--- config.mk ---
export PLATFORM = sky130hd
export DESIGN_NAME = spi_regfile
export DESIGN_NICKNAME = d
export VERILOG_FILES = /design/src/rtl/spi_regfile.sv
export SDC_FILE = /design/constraint.sdc
export NUM_CORES = 1
export LEC_CHECK = 0
export BUFFER_PORTS_ARGS = -buffer_cell sky130_fd_sc_hd__buf_2
export CORE_MARGIN = 8
export CORE_UTILIZATION = 51
export DETAILED_ROUTE_END_ITERATION = 6
export PLACE_DENSITY_LB_ADDON = 0.12
export SLEW_MARGIN = 25
export SYNTH_ARGS = -nofsm -noshare
export SYNTH_HDL_FRONTEND = slang
export SYNTH_SLANG_ARGS = --single-unit
--- constraint.sdc ---
create_clock -name clk -period 1.65 [get_ports clk]
set_input_delay 0 -clock clk [delete_from_list [all_inputs] [get_ports clk]]
set_output_delay 0 -clock clk [all_outputs]
set_load 0.02 [all_outputs]
--- src/rtl/spi_regfile.sv ---
// SPI mode-0 slave register file: synchronised pins, R/W + address + data frames, readback on sdo.
// Pin edges act 3 clk later; no backpressure, the SPI master paces everything.
module spi_regfile #(
    parameter int NUM_REGS = 5,
    parameter int ADDR_W   = 7,
    parameter int DATA_W   = 8
) (
    input  logic                       clk,
    input  logic                       rst,
    input  logic                       sclk,
    input  logic                       sdi,
    input  logic                       cs_n,
    output logic                       sdo,
    output logic [NUM_REGS*DATA_W-1:0] regs,
    output logic                       wr_strobe,
    output logic [ADDR_W-1:0]          wr_addr,
    output logic                       frame_err
);
    localparam int FRAME_W = 1 + ADDR_W + DATA_W;
    localparam int CNT_W   = $clog2(FRAME_W + 2);
    localparam logic [CNT_W-1:0] CNT_HDR  = CNT_W'(1 + ADDR_W);
    localparam logic [CNT_W-1:0] CNT_FULL = CNT_W'(FRAME_W);
    localparam logic [CNT_W-1:0] CNT_MAX  = CNT_W'(FRAME_W + 1);

    typedef enum logic [2:0] {IDLE, ADDR, WDATA, RDATA, FLUSH} state_t;

    state_t              state, state_nxt;
    logic [2:0]          sclk_q, cs_q;
    logic [1:0]          sdi_q, fill_q;
    logic                armed;
    logic [FRAME_W-1:0]  shift;
    logic [CNT_W-1:0]    cnt;
    logic [DATA_W-1:0]   tx_shift, rd_data;
    logic [DATA_W-1:0]   reg_q [NUM_REGS];
    logic                sdo_q;

    logic sclk_rise, sclk_fall, cs_rise, cs_fall, bit_take;
    logic hdr_rw, frm_rw, commit_go, do_write, do_err;
    logic [ADDR_W-1:0] hdr_addr, frm_addr;
    logic [DATA_W-1:0] frm_data;

    always_ff @(posedge clk) begin
        if (rst) begin
            sclk_q <= '0;
            sdi_q  <= '0;
            cs_q   <= '1;
            fill_q <= '0;
            armed  <= 1'b0;
        end else begin
            sclk_q <= {sclk_q[1:0], sclk};
            sdi_q  <= {sdi_q[0], sdi};
            cs_q   <= {cs_q[1:0], cs_n};
            fill_q <= {fill_q[0], 1'b1};
            // Only arm once cs_n has genuinely been seen high, so a chip select
            // held low across reset cannot open a frame.
            armed  <= armed | (fill_q[1] & cs_q[1]);
        end
    end

    assign sclk_rise = sclk_q[1] & ~sclk_q[2];
    assign sclk_fall = ~sclk_q[1] & sclk_q[2];
    assign cs_rise   = cs_q[1] & ~cs_q[2];
    assign cs_fall   = ~cs_q[1] & cs_q[2] & armed;
    assign bit_take  = sclk_rise & ~cs_rise & ~cs_q[1] & (state != IDLE);

    assign hdr_rw   = shift[ADDR_W];
    assign hdr_addr = shift[ADDR_W-1:0];
    assign frm_rw   = shift[FRAME_W-1];
    assign frm_addr = shift[FRAME_W-2 -: ADDR_W];
    assign frm_data = shift[DATA_W-1:0];

    function automatic logic in_range(input logic [ADDR_W-1:0] a);
        return {1'b0, a} < (ADDR_W + 1)'(NUM_REGS);
    endfunction

    always_comb begin
        rd_data = '0;
        for (int i = 0; i < NUM_REGS; i++) begin
            if (hdr_addr == ADDR_W'(i)) rd_data = reg_q[i];
        end
    end

    always_ff @(posedge clk) begin
        if (rst) state <= IDLE;
        else     state <= state_nxt;
    end

    always_comb begin
        state_nxt = state;
        if (cs_rise) begin
            state_nxt = IDLE;
        end else begin
            case (state)
                IDLE:  if (cs_fall) state_nxt = ADDR;
                ADDR:  if (cnt == CNT_HDR) state_nxt = hdr_rw ? WDATA : RDATA;
                WDATA: if (cnt == CNT_MAX) state_nxt = FLUSH;
                RDATA: if (cnt == CNT_MAX) state_nxt = FLUSH;
                FLUSH: state_nxt = FLUSH;
                default: state_nxt = IDLE;
            endcase
        end
    end

    always_ff @(posedge clk) begin
        if (rst) begin
            shift <= '0;
            cnt   <= '0;
        end else if (state == IDLE && state_nxt == ADDR) begin
            shift <= '0;
            cnt   <= '0;
        end else if (bit_take) begin
            shift <= {shift[FRAME_W-2:0], sdi_q[1]};
            if (cnt != CNT_MAX) cnt <= cnt + 1'b1;
        end
    end

    always_ff @(posedge clk) begin
        if (rst) begin
            tx_shift <= '0;
            sdo_q    <= 1'b0;
        end else begin
            if (state == ADDR && state_nxt == RDATA) begin
                tx_shift <= rd_data;
            end else if (state == RDATA && sclk_fall && !cs_rise) begin
                tx_shift <= tx_shift << 1;
            end
            if (state_nxt != RDATA) begin
                sdo_q <= 1'b0;
            end else if (state == RDATA && sclk_fall && !cs_rise) begin
                sdo_q <= tx_shift[DATA_W-1];
            end
        end
    end

    assign sdo = sdo_q;

    assign commit_go = cs_rise && (state != IDLE) && (cnt != '0);
    assign do_write  = commit_go && (cnt == CNT_FULL) && frm_rw && in_range(frm_addr);
    assign do_err    = commit_go && !do_write && ((cnt != CNT_FULL) || frm_rw);

    always_ff @(posedge clk) begin
        if (rst) begin
            for (int i = 0; i < NUM_REGS; i++) reg_q[i] <= '0;
            wr_strobe <= 1'b0;
            wr_addr   <= '0;
            frame_err <= 1'b0;
        end else begin
            wr_strobe <= do_write;
            frame_err <= do_err;
            if (do_write) begin
                wr_addr <= frm_addr;
                for (int i = 0; i < NUM_REGS; i++) begin
                    if (frm_addr == ADDR_W'(i)) reg_q[i] <= frm_data;
                end
            end
        end
    end

    for (genvar g = 0; g < NUM_REGS; g++) begin : g_flat
        assign regs[g*DATA_W +: DATA_W] = reg_q[g];
    end
endmodule

==> run summary, run 1 <==
Clock tree buffer depth - 2
DRC viols - 0
Reg-to-reg startpoint - shift[11]
Tcrit/Tclk final - 104%
Violated checks - negative setup slack
EDFF count, synth - 40
Gate Count Post-Synth - 333
Vias in the first global route - 2758
# IOs - 55
CP required - 1.72 ns
Setup violations, final - 50
MaxCap Viol Count - 0
Area growth syn-to-layout - 29.3%
Reg clk slew, reported paths - 0.09 ns
Static leakage - 0.00186 uW
Layout Cells excl Fill - 532
Max Fclk - 580 MHz
Routed vias/inst - 5.29
Initial antenna violation count - 0
Number of diodes - 0
Die span in y - 102 um
Routability Congestion - 0.849
Worst slew pin tran - 0.502 ns
Pins Over Slew Limit - 0
H-tree depth - 3
Yosys top cell by area - edfxtp_1
CTS tree - yes
Yosys cell types - 48
Core Area - 0.00718 mm2
HP Start - rst
Number of core rows - 31
Setup crit end kind - flip-flop
Final Hold Viols - 0
Starting Density - 52.3%
CTS root buf - clkbuf_8
Worst Setup Slack, final - -0.0738 ns
FFs w/ async S/R, synth - 0%
Fin crit period - 1.72 ns
Yosys top cell area share - 32.0%
Via count - 2812
Placed cell count - 508
Synth top area cells - edfxtp_1 (32%), dfxtp_1 (28%), mux2i_1 (6.4%)
Share of cells above drive strength 1 - 37.6%
Port Buffers - 54
CTS Sinks - 93
Total grt overflow - 0
WHS Endpoint - wr_addr[2]
Top-count cell post-synth - dfxtp_1
Mean area per synthesized cell - 11.3 um2
Chip Width - 102 um
Commonest cells post-synth - dfxtp_1 (53), edfxtp_1 (40), a21oi_1 (26)
Critical path type - reg -> reg
Slew headroom - 66.3%
Setup TNS Final - -1.55 ns
Die area - 0.0104 mm2
Largest net degree at the start of global routing - 25
Final WL - 9.05 mm
Main synth FF type - dfxtp_1
Worst reg2reg setup slack - -0.07 ns
Total GRT Usage - 17.9%
Pwr dens - 857 mW/mm2
Wire per inst - 17.0 um
ANT nets after route - 0
First-pass GRT wire length - 14.2 mm
Status - finished, violations left
Final Skew - 0.00519 ns
Synthesized Nets - 341
Reg-to-Reg End - reg_q[0][5]
Sequential area share after synthesis - 60.3%
HP Class - in -> reg
Fin util - 67.6%
Fin nets - 436
Crit start category - flip-flop
Synth warn - 0
Critical path arrival - 1.79 ns
Post-place setup slack - -0.142 ns
Seq cells post-synth - 93
Clk Latency, worst-skew pair - 0.35 ns
Post-DP HPWL - 6.48 mm
TritonCTS Buffers - 9
DRT Pass-1 Iters - 4
Worst R2R Path Depth - 5
Peak VDD IR - 0.000527 V
Unrepaired setup endpoints after global routing - yes
Detailed Route Iter0 Violations - 134
Worst hold path depth - 3
Synth Cell Area - 0.00375 mm2
CP max FO - 8
[power by group]
part | switching, uW | leakage [uW] | total [uW] | internal, uW
registers | 26.1 | 0.000846 | 2470 | 2440
logic | 141 | 0.000916 | 227 | 85.5
clock network | 781 | 0.0000985 | 1470 | 686
total | 949 | 0.00186 | 4160 | 3210
[placed cells by master, fill, tap and decap left out, types with 7 or more instances in the layout]
master	synthesis	routed
o22ai_1	13	11
nor2_1	14	14
nor2b_1	9	7
clkbuf_8	0	10
and2_4	0	7
edfxtp_1	40	40
mux2i_1	24	24
a21oi_1	26	26
nand4_1	7	7
dfxtp_1	53	46
buf_2	8	54
nand2_1	23	22
dfxtp_2	0	7
nand3_1	20	20
buf_4	0	43
[worst max-delay path, cell delays in order (launching register included)]
cell	delay [ns]
dfxtp_2	0.34
nor4_4	0.30
nand4_1	0.21
nor3_4	0.26
a21o_1	0.20
buf_12	0.14
[final cells by class]
class	count	area, um2
flip-flops and latches	93	2270
repair buffers	106	726
well taps	99	124
fillers	565	2320
clock buffers	12	166
multi-input cells	210	1510
inverters	8	30.0
clock inverters	4	27.5
[worst max-delay path by stage]
stage                          from  slack [ns]           end
after floorplan           shift[11]       0.009   reg_q[0][0]
after global placement    shift[11]       -0.07  reg_q[0][25]
after global routing      shift[11]       -0.12   reg_q[0][3]
after detailed placement  shift[11]       -0.14  reg_q[0][18]
final                     shift[11]       -0.07   reg_q[0][5]
after CTS                 shift[11]       -0.07   reg_q[0][5]
[metrics by stage]
step                      hold WS (ns)  power, uW  cell area (um2)
after floorplan                  0.104       2640             3770
after global placement           0.186       2730             4450
after detailed placement         0.188       2730             4450
after CTS                       0.0998       4190             4790
after global routing             0.121       4310             4850
final                            0.130       4160             4850
[sequential cells by signal (all words and copies together) (netlist names)]
| name | count |
|---|---|
| reg_q | 40 |
| shift | 16 |
| tx_shift | 8 |
| wr_addr | 7 |
| cnt | 5 |
| cs_q | 3 |
| sclk_q | 3 |
| state | 3 |
| fill_q | 2 |
| sdi_q | 2 |
| armed | 1 |
| frame_err | 1 |
| sdo | 1 |
| wr_strobe | 1 |
[logic make-up after synthesis]
logic type	after synthesis	synth area share (%)
adder cells (fa/ha/maj)	3	1.00
XOR/XNOR	4	0.934
flip-flops	93	60.3
multiplexers	24	6.40
AND/OR/NAND/NOR	121	18.4
AO/OA/AOI/OAI	58	9.54
buffers and inverters	30	3.47
[metal layers]
layer | vias up | part of all wire, % | global-route usage, % | routed length (um)
li1 | 1393 | - | - | -
met1 | 1366 | 47 | 23.7 | 4280
met2 | 44 | 48 | 28.4 | 4340
met3 | 9 | 4.0 | 4.26 | 361
met4 | 0 | 0.77 | 4.81 | 70
met5 | - | 0 | 0 | 0
[timing repair]
action                     in CTS  in global routing
hold endpoints to repair        3                  0
setup buffers                   3                  3
pin swaps                      11                  4
resized for setup              23                 15
hold buffers                    3                  0
setup endpoints to repair     104                117
(Power assumes the default switching activity.)
==> run 2: changes to the inputs <==
--- a/config.mk
+++ b/config.mk
@@ -10,6 +10,7 @@
 export CORE_UTILIZATION = 51
 export DETAILED_ROUTE_END_ITERATION = 6
 export PLACE_DENSITY_LB_ADDON = 0.12
+export RECOVER_POWER = 50
 export SLEW_MARGIN = 25
 export SYNTH_ARGS = -nofsm -noshare
 export SYNTH_HDL_FRONTEND = slang
==> run 2 against run 1 <==
  * The flow still finishes with violations (negative setup slack)
  * Critical path depth unchanged
  * Wire length down 0.22%
  * Power down 0.20%
  * Non-clock buffer count unchanged
  * Clock power about the same
  * Sequential power about the same
  * Fmax down 0.32%
  * Clock skew up 0.0026 ns
  * Sequential cell count unchanged
  * First-iteration DRC count up 0.75%
  * Worst hold slack worse by 0.0025 ns
  * Design area down 0.98%
  * Critical endpoint unchanged
  * Largest power group unchanged
==> run summary, run 2 (synthesis gave the netlist of run 1 again) <==
Slowest CP cell - dfxtp_2
Clock tree buffer depth - 2
Via count - 2823
First-pass GRT wire length - 14.2 mm
Detailed Route Iter0 Violations - 135
Regs by FF count - reg_q x40, shift x16, tx_shift x8
Core Area - 0.00718 mm2
Worst Setup Slack, final - -0.0793 ns
Critical path arrival - 1.80 ns
Final WL - 9.03 mm
CP Cell Sequence - nor4_4, nand4_1, nor3_4, a21o_1, buf_12
DRC viols - 0
Worst reg2reg setup slack - -0.08 ns
Final Hold Viols - 0
CP peak stage delay - 0.34 ns
CP startpoint - shift[11]
Commonest non-fill, non-tap cell in the layout - dfxtp_1
Reg-to-reg startpoint - shift[11]
Status - finished, violations left
Area growth syn-to-layout - 28.1%
Post-DP HPWL - 6.48 mm
Hold slack - 0.127 ns
Total GRT Usage - 17.9%
Die span in y - 102 um
Largest net degree at the start of global routing - 25
CP required - 1.72 ns
Unrepaired setup endpoints after global routing - yes
Violated checks - negative setup slack
Clk Latency, worst-skew pair - 0.35 ns
Design area - 0.00481 mm2
Max reg flops - 40
Setup violations, final - 51
DRT Pass-1 Iters - 4
Setup crit end kind - flip-flop
Post-place setup slack - -0.142 ns
H-tree depth - 3
Kind of cell adding the most delay to the critical path - simple AND/OR/NAND/NOR gates
Fin nets - 436
WP buf/inv - 1
Tcrit/Tclk final - 105%
Levels on crit path - 5
Number of diodes - 0
Worst slew pin tran - 0.507 ns
Final Skew - 0.00782 ns
Slew headroom - 66.0%
Max Fclk - 578 MHz
Number of core rows - 31
Pins Over Slew Limit - 0
Routed vias/inst - 5.31
Starting Density - 52.3%
Reg clk slew, reported paths - 0.09 ns
Fin crit period - 1.73 ns
TritonCTS Buffers - 9
Total grt overflow - 0
Worst R2R Path Depth - 5
Port Buffers - 54
Pwr dens - 864 mW/mm2
Placement Cell Area - 0.00445 mm2
Most frequent cells in the layout - dfxtp_1 (46), buf_4 (42), edfxtp_1 (40)
CTS Sinks - 93
Routability Congestion - 0.849
Critical path type - reg -> reg
ANT nets after route - 0
CTS tree - yes
CTS root buf - clkbuf_8
Crit start category - flip-flop
Share of cells above drive strength 1 - 29.3%
Critical Path End - reg_q[0][5]
Wire per inst - 17.0 um
Chip Width - 102 um
MaxCap Viol Count - 0
Initial antenna violation count - 0
Vias in the first global route - 2758
Die area - 0.0104 mm2
# IOs - 55
Largest Register - reg_q
HP Class - in -> reg
CP max FO - 8
Reg-to-Reg End - reg_q[0][5]
Static leakage - 0.00173 uW
Peak VDD IR - 0.000521 V
[run 2: per-stage QoR]
stage | utilization (%) | setup TNS (ns) | power, uW | cells
5_1_grt | 67.0 | -4.22 | 4310 | 532
2_1_floorplan | - | 0 | 2640 | 333
3_3_place_gp | 62.0 | -1.91 | 2730 | 508
3_5_place_dp | 62.0 | -6.51 | 2730 | 508
4_1_cts | 66.7 | -1.83 | 4190 | 530
6_report | 67.0 | -1.60 | 4150 | 532
[run 2: metal layers]
| layer | share of wire [%] | global-route usage (%) | up-vias | wire, um |
|---|---|---|---|---|
| met2 | 48 | 28.4 | 53 | 4310 |
| met5 | 0 | 0 | - | 0 |
| met3 | 4.5 | 4.26 | 9 | 405 |
| met1 | 47 | 23.7 | 1366 | 4240 |
| met4 | 0.89 | 4.81 | 0 | 80 |
| li1 | - | - | 1395 | - |
[run 2: worst register-to-register path: stages, from the launching register on]
cell and delay [ns]:
dfxtp_2 0.34, nor4_4 0.30, nand4_1 0.21, nor3_4 0.26, a21o_1 0.20, buf_12 0.14
[run 2: final cells by class]
| class | instances | area [um2] |
|---|---|---|
| Multi-Input combinational cell | 210 | 1510 |
| Fill cell | 589 | 2370 |
| Timing Repair Buffer | 106 | 678 |
| Tap cell | 99 | 124 |
| Inverter | 8 | 30.0 |
| Clock buffer | 12 | 166 |
| Clock inverter | 4 | 27.5 |
| Sequential cell | 93 | 2270 |
[run 2: how the worst min path moves through the flow]
stage,from,endpoint,cells past startpoint
3_3_place_gp,cs_n,cs_q[0],2
6_report,rst,wr_addr[2],3
4_1_cts,rst,wr_addr[2],3
5_1_grt,rst,sdi_q[0],3
2_1_floorplan,cs_n,cs_q[0],1
3_5_place_dp,cs_n,cs_q[0],2
[run 2: timing repair]
action                                  4_1_cts  5_1_grt
hold buffers                                  3        0
hold endpoints to repair                      3        0
endpoints found under the setup margin      104      117
setup buffers                                 3        3
pin swaps                                    11        4
resized for setup                            23       15
[run 2: power breakdown]
group / internal [uW] / switching (uW)
clock network: 686 / 779
registers: 2440 / 26.7
logic: 78.8 / 142
total: 3210 / 948
==> run 3: changes to the inputs <==
--- a/config.mk
+++ b/config.mk
@@ -8,9 +8,12 @@
 export BUFFER_PORTS_ARGS = -buffer_cell sky130_fd_sc_hd__buf_2
 export CORE_MARGIN = 8
 export CORE_UTILIZATION = 51
+export CTS_BUF_LIST = sky130_fd_sc_hd__clkbuf_8 sky130_fd_sc_hd__clkbuf_16
 export DETAILED_ROUTE_END_ITERATION = 6
 export PLACE_DENSITY_LB_ADDON = 0.12
 export RECOVER_POWER = 50
+export REMOVE_ABC_BUFFERS = 1
+export SETUP_SLACK_MARGIN = 0.1
 export SLEW_MARGIN = 25
 export SYNTH_ARGS = -nofsm -noshare
 export SYNTH_HDL_FRONTEND = slang
==> run 3 against run 2 <==
  * The flow still finishes with violations (negative setup slack)
  * Sequential share of layout area down 4.6 points
  * Fmax down 7.6%
  * Non-clock buffer count up 22
  * Sequential power about the same
  * Wire length up 17%
==> run summary, run 3 (synthesis gave the netlist of run 1 again) <==
Post-DP HPWL - 6.70 mm
CP most frequent cell - buf_4
Worst R2R Path Depth - 7
Via count - 3077
Fin nets - 458
Pins Over Slew Limit - 0
Kind of cell adding the most delay to the critical path - simple AND/OR/NAND/NOR gates
Setup violations, final - 84
Final Hold Viols - 0
Net Sw Power - 997 uW
Violated checks - negative setup slack
Largest Register - reg_q
CP Cell Sequence - nor4_4, buf_4, nand4_1, nor3_2, buf_4, a21o_1, buf_12
Clock tree buffer depth - 2
Total grt overflow - 0
Wire per inst - 19.1 um
TritonCTS Buffers - 9
Tcrit/Tclk final - 113%
Port Buffers - 54
Layout Cells excl Fill - 554
Clk Latency, worst-skew pair - 0.37 ns
CTS root buf - clkbuf_8
Max Fclk - 534 MHz
Critical path type - reg -> reg
CTS Sinks - 93
Placed cell count - 519
Routability Congestion - 0.836
CTS tree - yes
ANT nets after route - 0
MaxCap Viol Count - 0
Status - finished, violations left
Worst slew pin tran - 0.428 ns
Crit start category - flip-flop
Die area - 0.0104 mm2
CP max FO - 8
Worst hold path depth - 3
HP Start - rst
Multi-input gate area - 0.00176 mm2
Reg clk slew, reported paths - 0.09 ns
Design area - 0.00533 mm2
Reg-to-reg startpoint - shift[12]
Area growth syn-to-layout - 42.0%
Critical path arrival - 1.95 ns
WP buf/inv - 3
Sequential share of power - 58.9%
Slew headroom - 71.4%
Levels on crit path - 7
Setup TNS Final - -9.35 ns
Starting Density - 52.3%
H-tree depth - 3
Share of cells above drive strength 1 - 49.9%
Slowest CP cell - dfxtp_1
Fin crit period - 1.87 ns
DRC viols - 0
Switching Share - 23.8%
Chip Width - 102 um
Clk pwr share - 34.5%
Largest net degree at the start of global routing - 30
DRT Pass-1 Iters - 4
Placement Cell Area - 0.00451 mm2
Total GRT Usage - 18.8%
# IOs - 55
Post-place setup slack - -0.200 ns
CP peak stage delay - 0.36 ns
Static leakage - 0.00203 uW
Pwr dens - 786 mW/mm2
Fill cells - 466
Worst reg2reg setup slack - -0.22 ns
Final WL - 10.6 mm
HP Class - in -> reg
Number of diodes - 0
CP required - 1.73 ns
Vias in the first global route - 2884
Setup crit end kind - flip-flop
Regs by FF count - reg_q x40, shift x16, tx_shift x8
Final Skew - 0.0131 ns
Die span in y - 102 um
Most frequent cells in the layout - buf_4 (56), buf_2 (54), dfxtp_1 (46)
Number of core rows - 31
Detailed Route Iter0 Violations - 182
Commonest non-fill, non-tap cell in the layout - buf_4
Internal power - 3190 uW
Power, Total - 4190 uW
Routed vias/inst - 5.55
WHS Endpoint - armed
Unrepaired setup endpoints after global routing - yes
Worst Setup Slack, final - -0.222 ns
Peak VDD IR - 0.000623 V
Reg-to-Reg End - reg_q[0][6]
First-pass GRT wire length - 14.7 mm
Initial antenna violation count - 0
Max reg flops - 40
Register area - 0.00227 mm2
Core Area - 0.00718 mm2
Comb pwr share - 6.6%
run 3: layer usage:
layer / vias up / share of wire (%) / global-route usage (%)
li1: 1440 / - / -
met1: 1522 / 41 / 23.3
met2: 86 / 51 / 30.2
met3: 29 / 4.7 / 3.92
met4: 0 / 3.4 / 9.51
met5: - / 0 / 0
run 3: metrics by stage:
stage | utilization (%) | hold WS (ns)
3_3_place_gp | 62.9 | 0.182
3_5_place_dp | 62.9 | 0.187
6_report | 74.2 | 0.195
4_1_cts | 68.6 | 0.168
5_1_grt | 74.2 | 0.190
2_1_floorplan | - | 0.0691
run 3: cell type report:
cell class                 instances  share of cell area, %
inverter                           8                  0.564
multi-input combinational        210                   32.9
timing repair buffer             128                   18.0
sequential                        93                   42.6
tap                               99                   2.33
clock buffer                      10                   2.79
clock inverter                     6                  0.728
run 3: timing repair:
item,in CTS,in global routing
buffers inserted,9,7
pin swaps,20,19
hold buffers,3,0
endpoints found under the hold margin,3,0
cloned,0,3
endpoints found under the setup margin,119,119
gates resized for setup,37,65
run 3: worst max-delay path by stage:
stage	startpoint	slack [ns]	end
2_1_floorplan	cs_q[1]	-0.79	shift[0]
3_3_place_gp	shift[11]	-0.16	reg_q[0][17]
3_5_place_dp	shift[11]	-0.20	reg_q[0][20]
4_1_cts	shift[13]	-0.11	reg_q[0][6]
5_1_grt	shift[13]	-0.30	reg_q[0][6]
6_report	shift[12]	-0.22	reg_q[0][6]
run 3: power by group through the flow:
| stage | logic [uW] | registers (uW) | clock network, uW |
|---|---|---|---|
| after CTS | 235 | 2470 | 1460 |
| after detailed placement | 218 | 2520 | 0 |
| after global routing | 289 | 2470 | 1560 |
| final | 275 | 2470 | 1440 |
| after global placement | 216 | 2520 | 0 |
| after floorplan | 68.7 | 2560 | 0 |
run 3: worst min-delay path: cells and delay by family:
kind	cells	cell delay, ns
buffers and inverters	2	0.39
and+or+nand+nor	1	0.13
